[src/rtl/lock_input_if.sv]
// Signal bundle between the raw lock panel inputs and the conditioned pulses.
// The glitch_cnt member exists only when LOCK_INPUT_GLITCH_CNT_EN is defined.
interface lock_input_if;
  logic       btn_set_raw;
  logic       btn_check_raw;
  logic [6:0] code_raw;
  logic       set_pulse;
  logic       check_pulse;
  logic [6:0] code_q;
  logic       set_held;
  logic       check_held;
`ifdef LOCK_INPUT_GLITCH_CNT_EN
  logic [7:0] glitch_cnt;
`endif

  modport master (
    output btn_set_raw, btn_check_raw, code_raw,
    input  set_pulse, check_pulse, code_q, set_held, check_held
`ifdef LOCK_INPUT_GLITCH_CNT_EN
    , input glitch_cnt
`endif
  );

  modport slave (
    input  btn_set_raw, btn_check_raw, code_raw,
    output set_pulse, check_pulse, code_q, set_held, check_held
`ifdef LOCK_INPUT_GLITCH_CNT_EN
    , output glitch_cnt
`endif
  );
endinterface

[src/rtl/lock_input_conditioner.sv]
// Synchronises, debounces and edge-detects the lock buttons and samples the code.
// Optional rejected-bounce counter enabled by defining LOCK_INPUT_GLITCH_CNT_EN.
module lock_input_conditioner #(
  parameter int DEBOUNCE_CYCLES = 50000,
  parameter int CNT_W           = 16
) (
  input logic         clk,
  input logic         rst_n,
  lock_input_if.slave io
);

  localparam logic [CNT_W-1:0] CNT_MAX = CNT_W'(DEBOUNCE_CYCLES - 1);

  // Bit 0 = set button, bit 1 = check button, bits 8:2 = code.
  logic [8:0]            s1, s2;
  logic [1:0]            held, held_nx;
  logic [1:0][CNT_W-1:0] cnt, cnt_nx;
  logic [1:0]            abort, fall;
  logic                  set_pulse_r, check_pulse_r;
  logic [6:0]            code_r;

  // Stage 1: two-flop synchronisers
  always_ff @(posedge clk or negedge rst_n) begin
    if (!rst_n) begin
      s1 <= '0;
      s2 <= '0;
    end else begin
      s1 <= {io.code_raw, io.btn_check_raw, io.btn_set_raw};
      s2 <= s1;
    end
  end

  // Stage 2: debounce decision per button
  always_comb begin
    held_nx = held;
    cnt_nx  = cnt;
    abort   = '0;
    for (int i = 0; i < 2; i++) begin
      if (s2[i] == held[i]) begin
        cnt_nx[i] = '0;
        abort[i]  = (cnt[i] != '0);
      end else if (cnt[i] == CNT_MAX) begin
        held_nx[i] = s2[i];
        cnt_nx[i]  = '0;
      end else begin
        cnt_nx[i] = cnt[i] + CNT_W'(1);
      end
    end
  end

  assign fall = held & ~held_nx;

  // Stage 3: stable levels, release pulses and code capture
  always_ff @(posedge clk or negedge rst_n) begin
    if (!rst_n) begin
      held          <= '0;
      cnt           <= '0;
      set_pulse_r   <= 1'b0;
      check_pulse_r <= 1'b0;
      code_r        <= '0;
    end else begin
      held          <= held_nx;
      cnt           <= cnt_nx;
      check_pulse_r <= fall[1];
      // A set release coinciding with a check release is dropped outright.
      set_pulse_r   <= fall[0] & ~fall[1];
      if (|fall) code_r <= s2[8:2];
    end
  end

  assign io.set_pulse   = set_pulse_r;
  assign io.check_pulse = check_pulse_r;
  assign io.code_q      = code_r;
  assign io.set_held    = held[0];
  assign io.check_held  = held[1];

`ifdef LOCK_INPUT_GLITCH_CNT_EN
  logic [7:0] glitch_r;

  function automatic logic [7:0] sat_add(input logic [7:0] a, input logic [1:0] inc);
    logic [8:0] sum;
    sum = {1'b0, a} + {7'b0, inc};
    return sum[8] ? 8'hFF : sum[7:0];
  endfunction

  always_ff @(posedge clk or negedge rst_n) begin
    if (!rst_n) glitch_r <= '0;
    else        glitch_r <= sat_add(glitch_r, {1'b0, abort[0]} + {1'b0, abort[1]});
  end

  assign io.glitch_cnt = glitch_r;
`else
  logic unused_abort;
  assign unused_abort = ^abort;
`endif

endmodule

[src/flat_wrapper.sv]
// flat-port wrapper written by rule: the top's interface ports become plain ports
module lock_input_conditioner_flat 
#(
  parameter int DEBOUNCE_CYCLES = 50000,
  parameter int CNT_W           = 16
)
  (clk, rst_n, io_btn_set_raw, io_btn_check_raw, io_code_raw, io_set_pulse, io_check_pulse, io_code_q, io_set_held, io_check_held);
  lock_input_if io_i ();
  input logic clk;
  input logic rst_n;
  input wire logic [$bits(io_i.btn_set_raw)-1:0] io_btn_set_raw;
  input wire logic [$bits(io_i.btn_check_raw)-1:0] io_btn_check_raw;
  input wire logic [$bits(io_i.code_raw)-1:0] io_code_raw;
  output wire logic [$bits(io_i.set_pulse)-1:0] io_set_pulse;
  output wire logic [$bits(io_i.check_pulse)-1:0] io_check_pulse;
  output wire logic [$bits(io_i.code_q)-1:0] io_code_q;
  output wire logic [$bits(io_i.set_held)-1:0] io_set_held;
  output wire logic [$bits(io_i.check_held)-1:0] io_check_held;
  assign io_i.btn_set_raw = io_btn_set_raw;
  assign io_i.btn_check_raw = io_btn_check_raw;
  assign io_i.code_raw = io_code_raw;
  assign io_set_pulse = io_i.set_pulse;
  assign io_check_pulse = io_i.check_pulse;
  assign io_code_q = io_i.code_q;
  assign io_set_held = io_i.set_held;
  assign io_check_held = io_i.check_held;
  lock_input_conditioner #(.DEBOUNCE_CYCLES(DEBOUNCE_CYCLES), .CNT_W(CNT_W)) u_core (.clk(clk), .rst_n(rst_n), .io(io_i));
endmodule
[config.mk]
export PLATFORM = sky130hd
export DESIGN_NAME = lock_input_conditioner_flat
export DESIGN_NICKNAME = d
export VERILOG_FILES = /design/src/rtl/lock_input_if.sv /design/src/rtl/lock_input_conditioner.sv /design/src/flat_wrapper.sv
export SDC_FILE = /design/constraint.sdc
export NUM_CORES = 1
export LEC_CHECK = 0
export CAP_MARGIN = 40
export CORE_MARGIN = 2
export CORE_UTILIZATION = 55
export CTS_BUF_LIST = sky130_fd_sc_hd__clkbuf_16
export CTS_CLUSTER_DIAMETER = 80
export DETAILED_ROUTE_END_ITERATION = 10
export PLACE_DENSITY = 0.78
export SLEW_MARGIN = 30
export SYNTH_ARGS = -nofsm -noshare
export SYNTH_HDL_FRONTEND = slang
export SYNTH_SLANG_ARGS = --single-unit
[constraint.sdc]
create_clock -name clk -period 4.8 [get_ports clk]
set_clock_uncertainty 0.2 [all_clocks]
set_input_delay 1.2 -clock clk [delete_from_list [all_inputs] [get_ports clk]]
set_output_delay 1.2 -clock clk [all_outputs]
set_load 0.01 [all_outputs]
Yosys cells after proc, flatten, opt, wreduce, memory -nomap -nowiden
Index checks and enable logic that the tools add are counted.
{ "totals": {"regBits": 61, "latch_bits": 0, "mem_bits_rw": 0, "romBits": 0, "inputBits": 11, "output_inout_bits": 11, "elab_cells": 27, "mem_count": 0} }
{ "classes": {"addsub": 2, "n_mul": 0, "div_mod_pow": 0, "magnitude_cmp": 0, "n_eq_ne": 4, "shift": 0, "mux": 8, "bitwise": 4, "reduce_logical": 1} }
{ "ops": {"columns": ["operator", "count"], "rows": [
  ["16-bit 2-to-1 mux", 4],
  ["16-bit by 1-bit adder with 16-bit output, second input constant", 2],
  ["16-bit equality test, second input constant", 2],
  ["1-bit 2-to-1 mux", 4],
  ["2-bit AND", 1],
  ["1-bit equality test", 2],
  ["2-bit inverter", 1],
  ["2-bit OR reduction", 1],
  ["1-bit AND", 1],
  ["1-bit inverter", 1]
]} }

Longest topological paths before layout
Gate-level depths: netlist (run 1).
{ "depth": {"ltp_word": 7, "mapped_depth": 6, "ltp_nobuf": 5} }

Worst setup path after synthesis (run 1)
No wires, ideal clock.
{ "synth_path": {"path_type": "register to register", "from": "reg u_core.cnt[11] in the netlist's numbering", "to": "reg u_core.code_r[0], in the netlist u_core.io.code_q[0]", "arrival_time_ns": 1.683, "setup_slack_ns": 2.792, "stages_incl_launch_ff": 5, "path_buffers": 0, "synth_period_minus_slack_ns": 2.008, "cell_sequence": "dfrtp_1 nor4b_1 nand4_2 o32ai_4 mux2_2"} }
{ "synth_between": {"elab_chain_cells": 6} }
{ "synth_lines": {"columns": ["element", "line_no", "source"], "rows": [
  ["from (decl)", "lock_input_conditioner.sv:17", "logic [1:0][CNT_W-1:0] cnt, cnt_nx;"],
  ["from (signal assigned)", "lock_input_conditioner.sv:63", "cnt <= cnt_nx;"],
  ["16-bit equality test", "lock_input_conditioner.sv:42", "end else if (cnt[i] == CNT_MAX) begin"],
  ["1-bit 2-to-1 mux", "lock_input_conditioner.sv:42", null],
  ["1-bit 2-to-1 mux", "lock_input_conditioner.sv:39", "if (s2[i] == held[i]) begin"],
  ["2-bit inverter", "lock_input_conditioner.sv:51", "assign fall = held & ~held_nx;"],
  ["2-bit AND", "lock_input_conditioner.sv:51", null],
  ["2-bit OR reduction", "lock_input_conditioner.sv:67", "if (|fall) code_r <= s2[8:2];"],
  ["to (signal assigned)", "lock_input_conditioner.sv:67", null],
  ["to (decl)", "lock_input_conditioner.sv:20", "logic [6:0] code_r;"]
]} }
Every way passes these cells.
A chain may end at the register's enable or synchronous reset.

Worst setup path after layout (run 1)
{ "layout_path": {"from": "reg u_core.held[0]", "to": "out io_set_held"} }
{ "layout_lines": {"columns": ["element", "line_no", "source"], "rows": [
  ["from (decl)", "lock_input_conditioner.sv:16", "logic [1:0] held, held_nx;"],
  ["from (signal assigned)", "lock_input_conditioner.sv:62", "held <= held_nx;"],
  ["to (decl)", "flat_wrapper.sv:17", "output wire logic [$bits(io_i.set_held)-1:0] io_set_held;"]
]} }
No word-level cell between the ends.

==> impl_results.md, run 1 <==
- Outcome: finished, final reports clean
- Max clock buf depth: 2
- Power density over the cells: 382.0 nW/um^2
- Layout area overhead: 21.88%
- Post-synth EDFFs: 0
- Synth warnings: 0
- Die area: 5042 sq um
- FMAX: 0.3727 GHz
- Drt drc: 0
- Crit-path slowest cell: clkdlybuf4s50_1
- Dominant cells by area after synthesis: dfrtp_1, xnor2_1, nor2_1
- Skew-Pair Late Insertion Delay: 0.33 ns
- H-tree Lvls: 3
- Setup TNS: 0 ns
- Die height: 71.01 um
- Synthesized instance count: 202
- Pins Over Slew Limit: 0
- Kind of cell adding the most delay to the critical path: buffers and inverters
- Avg Cell Area, Syn: 12.23 sq um
- Cell accounting for the most synthesized area: dfrtp_1
- Final #Nets: 245
- Hold Path Class: reg -> reg
- Dominant synthesized flop cell: dfrtp_1
- Routability cong.: 0.7967
- TritonCTS clock tree: done
- Crit path buf inv count: 1
- VDD IR-drop max: 0.3208 mV
- Clock Sink Count: 61
- Final setup viols: 0
- Number of max-cap violations: 0
- Crit Path Category: reg -> out
- DP Wirelength: 2.741 mm
- Cts bufs inserted: 9
- Width of the die: 71.01 um
- CP required: 3.40 ns
- Finished Layout Cells: 289
- First-pass GRT wire length: 7.527 mm
- Total congestion overflow: 0
- Vias/cell: 5.588
- Fin. Hold Viols: 0
- Worst EP arrival: 1.28 ns
- Core box area: 4354 sq um
- Root Driver: clkbuf_16
- Pre-antenna DRT Iters: 4
- Register area share after synthesis: 61.80%
- Synth async-reset ratio: 100.0%
- Net count after synthesis: 215
- Inst Count DP: 273
- Clock slew at reported path FFs: 0.05 ns
- Antenna Cells: 0
- Post-route ant nets: 0
- Post_cts resized: 0
- Synth unique cells: 34
- Ports: 22
- Vias: 1615
- Initial Util: 56.72%
- Max_slew headroom: 66.32%
- Final wirelength: 4.305 mm
- Synthesized cell area: 2470 sq um
- DR WL/cell: 14.90 um
- Global router's overall resource usage: 19.94%
- Number of global-route vias before repair: 1628
- Pleak: 0.001286 uW
- Register bit count reported by yosys: 61
- Row Count: 24
- Count leader, synth: dfrtp_1
- Initial antenna violation count: 0
- Crit-path max cell delay: 0.56 ns
- Crit path max fanout: 4
- Buffers on Ports: 21
- RSZ-0062 raised after global routing: false
- Pin count of the biggest net entering global routing: 43
- Yosys top cell area share: 61.80%
- CP startpoint kind: flop
- Setup Buffers After CTS: 0
- Iter 0 DRT Violations: 130
- Final period utilization: 55.90%
- Layout cells sized above 1: 14.77%
- Synth cell count leaders: dfrtp_1, nor2_1, xnor2_1
- Least-Margin Pin Slew: 0.5040 ns
- Hold_buf cts: 0
- Nature of the critical path endpoint: output pin
- Post-layout minimum cycle time: 2.683 ns
- Cell Chain, Critical Path: clkdlybuf4s50_1
## worst reg2reg max path, delay by kind of cell (launching register included)
kind	cells	cell delay [ns]
compound gates	1	0.37
mux	1	0.39
simple gates	2	0.76
flops	1	0.43
## per-layer routing
metal | global-route usage (%) | vias to the layer above | wire [um]
li1 | - | 763 | -
met1 | 26.43 | 800 | 2038
met2 | 29.49 | 38 | 2003
met3 | 5.128 | 14 | 154
met4 | 12.58 | 0 | 109
met5 | 0 | - | 0
## final cells by class
class	instances	area (sq um)
flip-flops and latches	61	1526
fillers	293	1344
multi-input cells	135	918.4
clock buffers	9	225.2
repair buffers	22	212.7
well taps	52	65.06
clock inverters	7	51.30
inverters	3	11.26
## placed cells by master, fill, tap and decap left out, types with 2 or more instances in the layout
cell type / netlist / final
a21oi_1: 2 / 2
and3_1: 3 / 3
and3_2: 2 / 2
and4_1: 2 / 2
clkbuf_16: 0 / 9
clkdlybuf4s50_1: 0 / 20
clkinv_4: 0 / 3
dfrtp_1: 61 / 61
ha_1: 2 / 2
inv_1: 3 / 3
mux2_2: 9 / 9
nand2_1: 11 / 11
nand3_1: 9 / 9
nand4_1: 7 / 7
nor2_1: 31 / 31
nor3_1: 5 / 5
nor4_1: 7 / 7
nor4b_1: 2 / 2
nor4bb_1: 2 / 2
or3_1: 2 / 2
xnor2_1: 17 / 17
xor2_1: 10 / 10
## final timing paths
check / start / end / slack, ns / cells after the start
setup reg to reg: u_core.cnt[24] / u_core.io.code_q[4] / 2.53 / 4
max in group asynchronous: rst_n / u_core.io.code_q[4] / 2.91 / 2
hold / removal: u_core.s1[8] / u_core.s2[8] / 0.14 / 0
min in group asynchronous: rst_n / u_core.cnt[22] / 0.62 / 1
hold reg to reg: u_core.s1[8] / u_core.s2[8] / 0.14 / 0
setup / recovery: u_core.held[0] / io_set_held / 2.12 / 1
## state kept, by name, summed over array words and instances, names as in the netlist
name                   flops
u_core.held                2
u_core.io.code_q           7
u_core.cnt                32
u_core.io.set_pulse        1
u_core.s2                  9
u_core.s1                  9
u_core.io.check_pulse      1
## per-stage QoR
step / hold slack [ns] / worst slack, ns / utilization [%] / cell area, sq um / power [uW]
after floorplan: 0.1312 / 2.792 / - / 2470 / 550.6
after global placement: 0.1317 / 2.478 / 62.79 / 2734 / 571.2
after detailed placement: 0.1372 / 2.474 / 62.79 / 2734 / 572.9
after CTS: 0.1472 / 2.110 / 69.14 / 3010 / 1156
after global routing: 0.1452 / 2.090 / 69.14 / 3010 / 1181
final: 0.1430 / 2.117 / 69.14 / 3010 / 1150
## power breakdown
| part | leakage (uW) | total (uW) | internal [uW] | switching (uW) |
|---|---|---|---|---|
| Combinational | 0.000347 | 30.2 | 11.9 | 18.3 |
| Clock | 0.000133 | 587 | 350 | 237 |
| Sequential | 0.000806 | 533 | 526 | 6.78 |
| Total | 0.00129 | 1150 | 888 | 262 |
## cell families (layout without fill, tap and decap cells)
logic type               Yosys count  in the layout  synth area share [%]
AO/OA/AOI/OAI                      7              7                 2.837
buffers and inverters              6             41                 1.013
flip-flops                        61             61                 61.80
AND/OR/NAND/NOR                   90             90                 19.66
multiplexers                       9              9                 4.103
adder cells (fa/ha/maj)            2              2                 1.013
XOR/XNOR                          27             27                 9.574
Power figures use the tool's default switching activity.
==> run 2, diff against run 1 <==
CORE_UTILIZATION = 51   (was 55)
PLACE_DENSITY = 0.76   (was 0.78)
clock period = 2.2 ns   (was 4.8 ns; I/O delays follow)
==> run 2 against run 1 <==
Against the previous run: sequential power up 120%; cell count rose by 6.9%; critical endpoint is now u_core.io.code_q[5]; clock-buffer cell count unchanged; non-clock buffer count grew 18; sequential share of layout area shrank 3.1 points.
==> impl_results.md, run 2 (synthesis results as in run 1) <==
- Outcome: finished, final reports clean
- Worst EP arrival: 2.17 ns (+0.89 ns)
- Flop pwr share: 44.4% (-2.0 points)
- Pin count of the biggest net entering global routing: 62 (+44%)
- Final #Nets: 263 (+7.3%)
- Final period utilization: 98.48%
- Initial Util: 52.64% (-4.1 points)
- Antenna Cells: 0 (unchanged)
- Max reg flops: 32 (unchanged)
- Clock slew at reported path FFs: 0.05 ns (about the same)
- Least-Margin Pin Slew: 0.3561 ns (-0.1479 ns)
- Psw: 564.1 uW (+120%)
- FMAX: 0.4616 GHz
- Layout cells sized above 1: 21.57% (+6.8 points)
- Sw Ratio: 21.51% (-1.3 points)
- Skew-Pair Late Insertion Delay: 0.32 ns (about the same)
- Final worst slack: 0.03346 ns (-2.083 ns)
- Die height: 73.59 um (+3.6%)
- DR WL/cell: 15.23 um (+2.3%)
- First-pass GRT wire length: 7.824 mm (+3.9%)
- Reg2reg setup slack: 0.03 ns (-2.50 ns)
- Worst reg-to-reg path cell count: 5 (+1)
- Total congestion overflow: 0 (unchanged)
- Initial antenna violation count: 0 (unchanged)
- Buffers on Ports: 21 (unchanged)
- Top flop regs: u_core.cnt: 32 flops, u_core.s1: 9 flops, u_core.s2: 9 flops
- Ports: 22 (unchanged)
- Pleak: 0.001386 uW (+7.8%)
- Fin. Hold Viols: 0 (unchanged)
- Drt drc: 0 (unchanged)
- CP startpoint kind: flop
- CP required: 2.21 ns (-1.19 ns)
- Max_slew headroom: 75.93% (+9.6 points)
- Clock Sink Count: 61 (unchanged)
- Row Count: 25 (+4.2%)
- Width of the die: 73.59 um (+3.6%)
- P_int: 2059 uW (+130%)
- Setup TNS: 0 ns (unchanged)
- VDD IR-drop max: 0.6241 mV (+95%)
- Max clock buf depth: 2 (unchanged)
- Nature of the critical path endpoint: flop
- Final wirelength: 4.707 mm (+9.3%)
- Layout area overhead: 29.69%
- Root Driver: clkbuf_16
- DP Wirelength: 2.942 mm (+7.3%)
- Post-layout minimum cycle time: 2.167 ns
- Finished Layout Cells: 309 (+6.9%)
- Final setup viols: 0 (unchanged)
- Cts bufs inserted: 9 (unchanged)
- Vias: 1674 (+3.7%)
- Number of global-route vias before repair: 1587 (-2.5%)
- Pins Over Slew Limit: 0 (unchanged)
- Crit Path Category: reg -> reg
- Routability cong.: 0.7848 (-1.5%)
- Placed Area: 2861 sq um (+4.7%)
- RR Startpoint: u_core.cnt[26]
- Dpl ws: 0.04498 ns (-2.429 ns)
- Inst Count DP: 290 (+6.2%)
- Crit-path max cell delay: 0.42 ns (-0.14 ns)
- Core box area: 4692 sq um (+7.8%)
- Power density over the cells: 818.9 nW/um^2 (+110%)
- Cell Chain, Critical Path: nor4b_1, nand4_1, o32ai_4, buf_12, mux2_2
- Reg with most FFs: u_core.cnt
- Crit-path slowest cell: dfrtp_1
- H-tree Lvls: 3 (unchanged)
- Global router's overall resource usage: 19.61% (-0.33 points)
- Crit path max fanout: 7 (+3)
- Most frequent cells in the layout: dfrtp_1, nor2_1, clkdlybuf4s50_1, xnor2_1, buf_4
- Logic gate share of total power: 2.8% (+0.2 points)
- Number of max-cap violations: 0 (unchanged)
- Hold Path Class: in -> async
- Clk pwr share: 52.8% (+1.8 points)
- Die area: 5415 sq um (+7.4%)
- Non-Filler Cell Area, Final: 3203 sq um (+6.4%)
- Iter 0 DRT Violations: 111 (-15%)
- TritonCTS clock tree: done
- Hold slack: 0.02624 ns (-0.1167 ns)
- Pre-antenna DRT Iters: 4 (unchanged)
- Leading cell type in the layout, fill and taps excluded: dfrtp_1
- Post-route ant nets: 0 (unchanged)
- Vias/cell: 5.417 (-3.1%)
- R2r endpoint: u_core.io.code_q[5]
## run 2: cell count changes in the layout (fill, tap and decap cells not counted), sizes merged
cell / before / now
clkinv: 5 / 2
buf: 2 / 20
clkinvlp: 1 / 3
bufinv: 0 / 1
## run 2: layout make-up
| type | count | area [sq um] |
|---|---|---|
| multi-input cells | 135 | 924.6 |
| clock inverters | 7 | 75.07 |
| well taps | 54 | 67.56 |
| fillers | 341 | 1489 |
| inverters | 3 | 11.26 |
| clock buffers | 9 | 225.2 |
| repair buffers | 40 | 372.9 |
| flip-flops and latches | 61 | 1526 |
## run 2: metrics by stage
| step | power (uW) | utilization (%) |
|---|---|---|
| 6_report | 2623 | 68.27 |
| 5_1_grt | 2712 | 68.27 |
| 4_1_cts | 2647 | 67.39 |
| 3_5_place_dp | 1258 | 60.99 |
| 3_3_place_gp | 1255 | 60.99 |
| 2_1_floorplan | 1201 | - |
## run 2: worst max-delay path by stage
stage          slack [ns]                   to           start
2_1_floorplan        0.19  u_core.io.code_q[0]  u_core.cnt[11]
3_3_place_gp         0.12  u_core.io.code_q[0]  u_core.cnt[16]
3_5_place_dp         0.04  u_core.io.code_q[6]  u_core.cnt[12]
4_1_cts             0.004  u_core.io.code_q[3]  u_core.cnt[26]
5_1_grt             -0.06       u_core.cnt[23]  u_core.cnt[26]
6_report             0.03  u_core.io.code_q[5]  u_core.cnt[26]
## run 2: routing by layer
| layer | track usage, % | up-vias | routed length [um] |
|---|---|---|---|
| met4 | 10.91 | 0 | 115 |
| met3 | 4.664 | 11 | 181 |
| met5 | 0 | - | 0 |
| li1 | - | 802 | - |
| met1 | 27.83 | 820 | 2239 |
| met2 | 27.68 | 41 | 2169 |
## run 2: worst max-delay path: cells and delay by family (launching register included)
family	cells	cell delay [ns]
buf+inv	1	0.16
flops	1	0.42
compound gates	1	0.21
mux	1	0.34
simple gates	2	0.72
## run 2: what timing repair did
item / 4_1_cts / 5_1_grt
hold buffers: 0 / 0
resized for setup: 0 / 1
buffers inserted: 0 / 3
endpoints found under the setup margin: 0 / 7
## run 2: power groups by stage
stage | combinational (uW) | clock (uW) | sequential, uW
6_report | 73.5 | 1390 | 1160
5_1_grt | 83.0 | 1460 | 1170
4_1_cts | 75.3 | 1410 | 1160
3_5_place_dp | 75.2 | 0 | 1180
3_3_place_gp | 73.8 | 0 | 1180
2_1_floorplan | 22.7 | 0 | 1180
==> run 3, diff against run 2 <==
CORE_ASPECT_RATIO = 0.9   (was default)
CORE_UTILIZATION = 55   (was 51)
PLACE_DENSITY = 0.78   (was 0.76)
clock period = 2.6 ns   (was 2.2 ns; I/O delays follow)
==> run 3 against run 2 <==
Against the previous run: critical path depth shrank 1; cell area decreased by 3.6%; highest routed layer unchanged; clock-buffer cell count is the same; routed wire length is 7.2% lower; die area shrank 6.9%; fmax fell by 2.3%.
==> impl_results.md, run 3 (synthesis results as in run 1) <==
- Initial Util: 56.46% (+3.8 points)
- Sw Ratio: 18.44% (-3.1 points)
- Crit Path Category: reg -> reg
- Iter 0 DRT Violations: 143 (+29%)
- DR WL/cell: 14.66 um (-3.7%)
- H-tree Lvls: 3 (unchanged)
- Layout area overhead: 24.97%
- Number of global-route vias before repair: 1612 (+1.6%)
- Post_cts resized: 0 (unchanged)
- Flop pwr share: 41.9% (-2.5 points)
- Pins Over Slew Limit: 0 (unchanged)
- Cell depth of the worst setup path: 4 (-1)
- Total congestion overflow: 0 (unchanged)
- Cts bufs inserted: 9 (unchanged)
- FMAX: 0.4510 GHz (-2.3%)
- Max_slew headroom: 65.24% (-11 points)
- Core box area: 4374 sq um (-6.8%)
- Final period utilization: 85.28% (-13 points)
- Crit path buf inv count: 0 (-1)
- Final wirelength: 4.370 mm (-7.2%)
- Row Count: 23 (-8.0%)
- Power density over the cells: 761.9 nW/um^2 (-7.0%)
- Hold_buf cts: 0 (unchanged)
- Die area: 5043 sq um (-6.9%)
- Psw: 433.8 uW (-23%)
- Outcome: finished, final reports clean
- Max reg flops: 32 (unchanged)
- Top flop regs: u_core.cnt: 32 flops, u_core.s1: 9 flops, u_core.s2: 9 flops
- Hold slack: 0.1320 ns (+0.1058 ns)
- Drt drc: 0 (unchanged)
- Post-route ant nets: 0 (unchanged)
- Worst reg-to-reg path cell count: 4 (-1)
- TritonCTS clock tree: done
- CP startpoint kind: flop
- DP Wirelength: 2.672 mm (-9.2%)
- Most frequent cells in the layout: dfrtp_1, nor2_1, clkdlybuf4s50_1, xnor2_1, nand2_1
- Logic gate share of total power: 2.5% (-0.3 points)
- Kind of cell adding the most delay to the critical path: simple AND/OR/NAND/NOR gates
- Post-layout minimum cycle time: 2.217 ns (+0.05079 ns)
- Leading cell type in the layout, fill and taps excluded: dfrtp_1
- Ports: 22 (unchanged)
- Final setup viols: 0 (unchanged)
- Hold Path Class: in -> async
- Crit-path max cell delay: 0.43 ns (about the same)
- CP required: 2.60 ns (+0.39 ns)
- Max clock buf depth: 2 (unchanged)
- Worst EP arrival: 2.22 ns (+0.05 ns)
- Reg2reg setup slack: 0.38 ns (+0.35 ns)
- Reg with most FFs: u_core.cnt
- Vias/cell: 5.433 (+0.28%)
- Clock Sink Count: 61 (unchanged)
- Number of max-cap violations: 0 (unchanged)
- RR Startpoint: u_core.cnt[11]
- P_int: 1918 uW (-6.9%)
- Skew-Pair Late Insertion Delay: 0.32 ns (about the same)
- Vias: 1619 (-3.3%)
- Initial antenna violation count: 0 (unchanged)
- Buffers on Ports: 21 (unchanged)
- Fin. Hold Viols: 0 (unchanged)
- Root Driver: clkbuf_16
- Routability cong.: 0.8106 (+3.3%)
- R2r endpoint: u_core.io.code_q[3]
- Setup TNS: 0 ns (unchanged)
- Pre-antenna DRT Iters: 4 (unchanged)
- Critical path startpoint: u_core.cnt[11]
- Pleak: 0.001317 uW (-5.0%)
- Setup Buffers After CTS: 0 (unchanged)
- VDD IR-drop max: 0.5872 mV (-5.9%)
- Global router's overall resource usage: 20.24% (+0.63 points)
- Final #Nets: 245 (-6.8%)
- Layout cells sized above 1: 13.98% (-7.6 points)
- Clock slew at reported path FFs: 0.05 ns (about the same)
- Crit path max fanout: 7 (unchanged)
- Clk pwr share: 55.6% (+2.8 points)
- Crit-path slowest cell: o32ai_4
- Die height: 67.58 um (-8.2%)
- Antenna Cells: 0 (unchanged)
- Nature of the critical path endpoint: flop
- Cell Chain, Critical Path: nor4b_1, nand4_2, o32ai_4, mux2_2
- Width of the die: 74.64 um (+1.4%)
- First-pass GRT wire length: 7.472 mm (-4.5%)
- RSZ-0062 raised after global routing: false
- Least-Margin Pin Slew: 0.5202 ns (+0.1641 ns)
- Pin count of the biggest net entering global routing: 62 (unchanged)
## run 3: power groups by stage
stage                     Sequential [uW]  Clock (uW)  Combinational (uW)
after detailed placement             1000           0                60.5
after floorplan                       997           0                19.2
final                                 986        1310                58.9
after global placement                999           0                59.6
after CTS                             986        1330                60.8
after global routing                  987        1380                67.4
## run 3: how the worst max path moves through the flow
stage,endpoint,slack (ns)
after floorplan,u_core.io.code_q[0],0.59
after global placement,u_core.io.code_q[0],0.47
after detailed placement,u_core.io.code_q[4],0.39
after CTS,u_core.io.code_q[2],0.36
after global routing,u_core.io.code_q[1],0.26
final,u_core.io.code_q[3],0.38
## run 3: through the flow
step	total power (uW)	instance area [sq um]	utilization, %	setup slack, ns	instances
2_1_floorplan	1017	2470	-	0.5924	202
3_3_place_gp	1059	2759	63.07	0.4721	283
3_5_place_dp	1061	2759	63.07	0.3881	283
4_1_cts	2373	3087	70.57	0.3636	298
5_1_grt	2431	3087	70.57	0.2631	298
6_report	2352	3087	70.57	0.3827	298
## run 3: per-layer routing
layer / vias to the layer above / track usage (%) / wire length (um)
li1: 762 / - / -
met1: 804 / 27.82 / 2001
met2: 43 / 29.98 / 2056
met3: 10 / 4.776 / 212
met4: 0 / 10.71 / 99
met5: - / 0 / 0
## run 3: layout make-up
cell class	count	area (sq um)
Sequential cell	61	1526
Fill cell	303	1287
Multi-Input combinational cell	135	918.4
Clock buffer	9	225.2
Timing Repair Buffer	22	225.2
Clock inverter	6	102.6
Tap cell	62	77.57
Inverter	3	11.26
## run 3: worst register-to-register path: cells and delay by family, from the launching register on
kind / cells / cell delay [ns]
compound gates: 1 / 0.43
flops: 1 / 0.42
simple gates: 2 / 0.66
mux: 1 / 0.39
